$ cat src/rtl/data_mem_arbiter_if.sv
// Bus bundle between the two datapath requesters, the arbiter and data_mem.
// The arbiter takes the slave view; requesters plus memory take the master view.
interface data_mem_arbiter_if #(
  parameter int ADDR_W = 8,
  parameter int DATA_W = 8
);
  logic              req0;
  logic              req1;
  logic              we0;
  logic              we1;
  logic [ADDR_W-1:0] addr0;
  logic [ADDR_W-1:0] addr1;
  logic [DATA_W-1:0] wdata0;
  logic [DATA_W-1:0] wdata1;
  logic              ack0;
  logic              ack1;
  logic [DATA_W-1:0] rdata0;
  logic [DATA_W-1:0] rdata1;
  logic              busy;
  logic [ADDR_W-1:0] mem_addr;
  logic [DATA_W-1:0] mem_wdata;
  logic              mem_r_w;
  logic [DATA_W-1:0] mem_rdata;

  modport slave (
    input  req0, req1, we0, we1, addr0, addr1, wdata0, wdata1, mem_rdata,
    output ack0, ack1, rdata0, rdata1, busy, mem_addr, mem_wdata, mem_r_w
  );

  modport master (
    output req0, req1, we0, we1, addr0, addr1, wdata0, wdata1, mem_rdata,
    input  ack0, ack1, rdata0, rdata1, busy, mem_addr, mem_wdata, mem_r_w
  );
endinterface

$ cat src/rtl/data_mem_arbiter.sv
// Round-robin arbiter that serialises single-word requests from two ports
// onto the shared data_mem port, one transaction every three cycles.
module data_mem_arbiter #(
  parameter int ADDR_W = 8,
  parameter int DATA_W = 8
) (
  input logic                 clk,
  input logic                 rst_n,
  data_mem_arbiter_if.slave   bus
);

  typedef enum logic [1:0] {
    IDLE  = 2'd0,
    GRANT = 2'd1,
    DONE  = 2'd2
  } state_t;

  state_t            state_q, state_d;
  logic              sel_q;
  logic              we_q;
  logic              lastGrant_q;
  logic [ADDR_W-1:0] addr_q;
  logic [DATA_W-1:0] wdata_q;
  logic [DATA_W-1:0] rdata0_q;
  logic [DATA_W-1:0] rdata1_q;
  logic              loadReq;
  logic              winnerSel;
  logic              captureRd;
  logic              retireTx;

  always_ff @(posedge clk or negedge rst_n) begin
    if (!rst_n) begin
      state_q <= IDLE;
    end else begin
      state_q <= state_d;
    end
  end

  // On a tie the port that did not win last time is chosen.
  always_comb begin
    state_d      = state_q;
    loadReq      = 1'b0;
    winnerSel    = 1'b0;
    captureRd    = 1'b0;
    retireTx     = 1'b0;
    bus.ack0     = 1'b0;
    bus.ack1     = 1'b0;
    bus.busy     = 1'b0;
    bus.mem_r_w  = 1'b0;
    unique case (state_q)
      IDLE: begin
        if (bus.req0 || bus.req1) begin
          loadReq   = 1'b1;
          winnerSel = bus.req1 & (~bus.req0 | ~lastGrant_q);
          state_d   = GRANT;
        end
      end
      GRANT: begin
        bus.busy    = 1'b1;
        bus.mem_r_w = we_q;
        captureRd   = ~we_q;
        state_d     = DONE;
      end
      DONE: begin
        bus.busy = 1'b1;
        bus.ack0 = ~sel_q;
        bus.ack1 = sel_q;
        retireTx = 1'b1;
        state_d  = IDLE;
      end
      default: state_d = IDLE;
    endcase
  end

  // Latched copies let requesters change their inputs right after selection.
  always_ff @(posedge clk or negedge rst_n) begin
    if (!rst_n) begin
      sel_q       <= 1'b0;
      we_q        <= 1'b0;
      addr_q      <= '0;
      wdata_q     <= '0;
      lastGrant_q <= 1'b1;
      rdata0_q    <= '0;
      rdata1_q    <= '0;
    end else begin
      if (loadReq) begin
        sel_q   <= winnerSel;
        we_q    <= winnerSel ? bus.we1    : bus.we0;
        addr_q  <= winnerSel ? bus.addr1  : bus.addr0;
        wdata_q <= winnerSel ? bus.wdata1 : bus.wdata0;
      end
      if (captureRd) begin
        if (sel_q) begin
          rdata1_q <= bus.mem_rdata;
        end else begin
          rdata0_q <= bus.mem_rdata;
        end
      end
      if (retireTx) begin
        lastGrant_q <= sel_q;
      end
    end
  end

  assign bus.mem_addr  = addr_q;
  assign bus.mem_wdata = wdata_q;
  assign bus.rdata0    = rdata0_q;
  assign bus.rdata1    = rdata1_q;

endmodule

$ cat src/flat_wrapper.sv
// flat-port wrapper written by rule: the top's interface ports become plain ports
module data_mem_arbiter_flat 
#(
  parameter int ADDR_W = 8,
  parameter int DATA_W = 8
)
  (clk, rst_n, bus_req0, bus_req1, bus_we0, bus_we1, bus_addr0, bus_addr1, bus_wdata0, bus_wdata1, bus_mem_rdata, bus_ack0, bus_ack1, bus_rdata0, bus_rdata1, bus_busy, bus_mem_addr, bus_mem_wdata, bus_mem_r_w);
  data_mem_arbiter_if #(.ADDR_W(ADDR_W), .DATA_W(DATA_W)) bus_i ();
  input logic clk;
  input logic rst_n;
  input wire logic [$bits(bus_i.req0)-1:0] bus_req0;
  input wire logic [$bits(bus_i.req1)-1:0] bus_req1;
  input wire logic [$bits(bus_i.we0)-1:0] bus_we0;
  input wire logic [$bits(bus_i.we1)-1:0] bus_we1;
  input wire logic [$bits(bus_i.addr0)-1:0] bus_addr0;
  input wire logic [$bits(bus_i.addr1)-1:0] bus_addr1;
  input wire logic [$bits(bus_i.wdata0)-1:0] bus_wdata0;
  input wire logic [$bits(bus_i.wdata1)-1:0] bus_wdata1;
  input wire logic [$bits(bus_i.mem_rdata)-1:0] bus_mem_rdata;
  output wire logic [$bits(bus_i.ack0)-1:0] bus_ack0;
  output wire logic [$bits(bus_i.ack1)-1:0] bus_ack1;
  output wire logic [$bits(bus_i.rdata0)-1:0] bus_rdata0;
  output wire logic [$bits(bus_i.rdata1)-1:0] bus_rdata1;
  output wire logic [$bits(bus_i.busy)-1:0] bus_busy;
  output wire logic [$bits(bus_i.mem_addr)-1:0] bus_mem_addr;
  output wire logic [$bits(bus_i.mem_wdata)-1:0] bus_mem_wdata;
  output wire logic [$bits(bus_i.mem_r_w)-1:0] bus_mem_r_w;
  assign bus_i.req0 = bus_req0;
  assign bus_i.req1 = bus_req1;
  assign bus_i.we0 = bus_we0;
  assign bus_i.we1 = bus_we1;
  assign bus_i.addr0 = bus_addr0;
  assign bus_i.addr1 = bus_addr1;
  assign bus_i.wdata0 = bus_wdata0;
  assign bus_i.wdata1 = bus_wdata1;
  assign bus_i.mem_rdata = bus_mem_rdata;
  assign bus_ack0 = bus_i.ack0;
  assign bus_ack1 = bus_i.ack1;
  assign bus_rdata0 = bus_i.rdata0;
  assign bus_rdata1 = bus_i.rdata1;
  assign bus_busy = bus_i.busy;
  assign bus_mem_addr = bus_i.mem_addr;
  assign bus_mem_wdata = bus_i.mem_wdata;
  assign bus_mem_r_w = bus_i.mem_r_w;
  data_mem_arbiter #(.ADDR_W(ADDR_W), .DATA_W(DATA_W)) u_core (.clk(clk), .rst_n(rst_n), .bus(bus_i));
endmodule
$ cat config.mk
export PLATFORM = sky130hd
export DESIGN_NAME = data_mem_arbiter_flat
export DESIGN_NICKNAME = d
export VERILOG_FILES = /design/src/rtl/data_mem_arbiter_if.sv /design/src/rtl/data_mem_arbiter.sv /design/src/flat_wrapper.sv
export SDC_FILE = /design/constraint.sdc
export NUM_CORES = 1
export LEC_CHECK = 0
export CAP_MARGIN = 20
export CORE_MARGIN = 10
export CORE_UTILIZATION = 44
export DETAILED_ROUTE_END_ITERATION = 8
export GPL_TIMING_DRIVEN = 0
export HOLD_SLACK_MARGIN = 0.12
export PLACE_DENSITY = 0.95
export SLEW_MARGIN = 0
export SYNTH_ARGS = -nofsm -noshare
export SYNTH_HDL_FRONTEND = slang
export SYNTH_SLANG_ARGS = --single-unit
$ cat constraint.sdc
create_clock -name clk -period 3.5 [get_ports clk]
set_clock_uncertainty 0.05 [all_clocks]
set_input_delay 0.7 -clock clk [delete_from_list [all_inputs] [get_ports clk]]
set_output_delay 0.7 -clock clk [all_outputs]
set_load 0.02 [all_outputs]
======== After elaboration in Yosys (flattened, before gate mapping) ========
Cells that the tools add are included.
cells by class
  equal/unequal tests ..................... 3
  mux-type cells .......................... 15
  bitwise gates (word level) .............. 6
  reduce and logical (&&, ||, !) cells .... 5
operators with widths
  cell                                                                   number
  8-bit two-way mux                                                      2
  1-bit two-way mux                                                      11
  1-bit NOT                                                              4
  2-bit one-hot mux with 2 select lines                                  1
  2-bit AND reduction                                                    2
  2-bit by 1-bit equality test with 1-bit output, second input constant  1
  2-bit equality test, second input constant                             1
  2-bit logical NOT                                                      1
  2-bit two-way mux                                                      1
  2-bit by 1-bit != test with 1-bit output, second input constant        1
  2-bit OR reduction                                                     1
  1-bit bitwise AND                                                      1
  1-bit logical OR                                                       1
  1-bit bitwise OR                                                       1
storage, ports and cells
  register bits ........................... 37
  input port bits ......................... 46
  output and inout bits ................... 36
  logic and storage cells ................. 37

======== Logic depth before layout (Yosys ltp) ========
  word-level depth ........................ 6
  mapped depth ............................ 7
  gate-level depth less buffers ........... 5

======== Least setup slack after synthesis ========
Ideal clock, no wire load.
  kind .................................... register -> output
  from .................................... reg u_core.state_q[0]
  to ...................................... out bus_ack0
  arrival ................................. 0.976 ns
  required time ........................... 2.750 ns
  path slack .............................. 1.774 ns
  stages on the path, launching flop included .. 4
  buffers on the path ..................... 0
  path through ............................ dfrtp_1 inv_1 ha_1 nor2b_1
between the ends
  word-level cells in the longest chain between the ends .. 2
RTL lines
  element                 line                    RTL
  start, declared         data_mem_arbiter.sv:18  state_t state_q, state_d;
  start signal, assigned  data_mem_arbiter.sv:35  state_q <= state_d;
  2-bit equality test     data_mem_arbiter.sv:50  unique case (state_q)
  1-bit two-way mux       data_mem_arbiter.sv:50
  end, declared           flat_wrapper.sv:20      output wire logic [$bits(bus_i.ack0)-1:0] bus_ack0;
Every way passes these cells.

======== Worst setup path after layout ========
Ends and elaborated chain as after synthesis.

==> results_dict.tcl <==
set metrics [dict create \
    rr_endpoint "u_core.bus.mem_addr[1]" \
    cts_setup_buffers 0 \
    p_comb_frac 0.546 \
    final_cells 290 \
    htreeDepth 2 \
    clock_sinks 37 \
    core.rowCount 22 \
    vias 1481 \
    cts_buffers 5 \
    firstDrtPassIters 4 \
    start_kind "flop" \
    crit_arrival_ps 1710 \
    antenna_found_initial 0 \
    dpl_cell_area_um2 2610 \
    most-common-layout-cells "clkdlybuf4s50_1 (80), dfrtp_1 (36), nor2_1 (18), mux2_2 (18)" \
    ys_ff_latch 37 \
    p_per_area_nw_per_um2 892 \
    ys_warn_count 0 \
    io_pins 82 \
    die_area_um2 6890 \
    ys_types 20 \
    seqCellArea_um2 927 \
    fill_cells 283 \
    status "completed" \
    met1_usage 0.150 \
    ctsHoldBuffers 0 \
    drt-vias-per-instance 5.11 \
    setup_viol 0 \
    grt_first_pass_wirelength_mm 8.02 \
    drt_iter0_markers 32 \
    tightest_slew_ps 803 \
    fin_crit_sh 0.701 \
    ys_seq_area_frac 0.531 \
    crit_fanout 3 \
    clockRootBuffer "clkbuf_8" \
    grt_use_met2 0.242 \
    grt_max_degree 38 \
    cts_tree "yes" \
    wl_mm 4.91 \
    worstSetupPathType "reg -> out" \
    drt-wirelength-per-cell_um 16.9 \
    rsz0062_at_grt "false" \
    dp_hpwl_mm 3.94 \
    finalSetupTns_ps 0 \
    clk_pin_slew_ps 70 \
    switching_share 0.387 \
    crit_path_end_kind "output port" \
    design_area_um2 2710 \
    coreArea_um2 3740 \
    p_int_w 0.00148 \
    r2r_cells 7 \
    r2r_slack_ps 1580 \
    p_clk_frac 0.133 \
    track_usage 0.142 \
    vdd_drop_max_mv 0.372 \
    cp.required_ps 2750 \
    start_util 0.466 \
    area_delta_synth_final_pct 55.4 \
    nets 291 \
    multi_input_area_um2 743 \
    power_leakage_nw 1.08 \
    worstReg2RegStart "u_core.state_q[1]" \
    io_buffers 81 \
    slew_headroom 0.464 \
    dp_cells 282 \
    synthCells 153 \
    dieWidth_um 83.0 \
    place.gp.congestion 0.751 \
    drive_gt1_frac 0.136 \
    cts_buffer_depth 2 \
    drc 0 \
    synth_area_um2 1750 \
    use_met3 0.0664 \
    final_common_cell "clkdlybuf4s50_1" \
    worstHoldPathType "in -> async" \
    hold_slack_ps 452 \
    finalMaxSlewViolations 0 \
    grt-ovfl-total 0 \
    grt_pass1_vias 1615 \
    ctsResizeCount 0 \
    clkLatencyLatePin_ps 280 \
    grt-busiest-layer "met2" \
    cap_violations 0 \
    synth.avg_cell_area_um2 11.4 \
    max_freq_ghz 0.407 \
    netSwitchingPower_w 0.000935 \
    die_y_um 83.0 \
    postRouteAntennaNets 0 \
    synth_fp_nets 203 \
    power_frac_seq 0.321 \
    antenna_cells 0 \
    hold_viol 0 \
    fin_crit_ps 2460 \
]
## power groups by stage
| stage | combinational, W | sequential (W) | clock [W] |
|---|---|---|---|
| final | 0.00132 | 0.000776 | 0.000322 |
| after global routing | 0.00143 | 0.000809 | 0.000347 |
| after CTS | 0.00134 | 0.000782 | 0.000329 |
| after detailed placement | 0.00134 | 0.000790 | 0 |
| after global placement | 0.00131 | 0.000772 | 0 |
| after floorplan | 0.000493 | 0.00100 | 0 |
## routing by layer
metal / up-vias / part of all wire
met5: - / 0
met4: 0 / 0.020
met3: 10 / 0.084
met2: 64 / 0.50
met1: 687 / 0.40
li1: 720 / -
## cells in the mapped netlist
cell	instances	area share
a21boi_0	1	0.0043
a31oi_1	17	0.061
and2_1	2	0.0072
and2_4	1	0.0050
buf_6	3	0.019
clkbuf_1	8	0.017
dfrtp_1	36	0.52
dfstp_2	1	0.015
ha_1	4	0.029
inv_1	3	0.0065
mux2_2	18	0.12
nand2_1	2	0.0043
nand3b_1	1	0.0043
nor2_1	18	0.039
nor2b_1	1	0.0036
nor3b_4	1	0.011
o21a_1	1	0.0043
o21ai_0	17	0.049
o22ai_1	1	0.0036
or3b_1	17	0.085
## area by class of cell
type | instances | share of cell area
clock buffers | 7 | 0.0355
repair buffers | 81 | 0.297
flip-flops and latches | 37 | 0.342
inverters | 3 | 0.00415
clock inverters | 1 | 0.00185
multi-input cells | 102 | 0.274
well taps | 48 | 0.0221
plain buffers | 11 | 0.0235
## metrics by stage
stage / total power [W] / util / setup WS (ps)
global placement: 0.00208 / 0.699 / 841
floorplan: 0.00150 / - / 1770
finish: 0.00242 / 0.725 / 1040
detailed placement: 0.00213 / 0.698 / 1040
CTS: 0.00245 / 0.725 / 1020
global route: 0.00259 / 0.725 / 929
## worst max-delay path by stage
stage                            startpoint                 endpoint  slack, ps  cells after the start
final                     u_core.state_q[0]                 bus_ack0       1040                      4
after global routing      u_core.state_q[0]                 bus_ack0        930                      4
after CTS                 u_core.state_q[0]                 bus_ack0       1020                      4
after detailed placement           bus_req0   u_core.bus.mem_addr[1]       1040                      6
after global placement                rst_n  u_core.bus.mem_wdata[4]        840                      1
after floorplan           u_core.state_q[0]                 bus_ack0       1770                      3
## cells by family (layout without fill, tap and decap cells)
family                     after synthesis  after routing  synth area share
muxes                                   18             18             0.116
and+or+nand+nor                         43             43             0.159
DFF                                     37             37             0.531
AOI/OAI and AO/OA                       37             37             0.122
buffers and inverters                   14            103            0.0430
adders and majority gates                4              4            0.0287
## flip-flops by register name, indices dropped and copies added (netlist names)
name,flops
u_core.sel_q,1
u_core.bus.rdata0,8
u_core.we_q,1
u_core.bus.mem_wdata,8
u_core.bus.rdata1,8
u_core.lastGrant_q,1
u_core.state_q,2
u_core.bus.mem_addr,8
## worst max-delay path, cell delays in order, from the launching register on
cell	delay [ps]
dfrtp_1	400
inv_1	100
ha_1	190
nor2b_1	130
clkdlybuf4s50_1	610
Note: power is estimated with default switching activity, not from simulation.
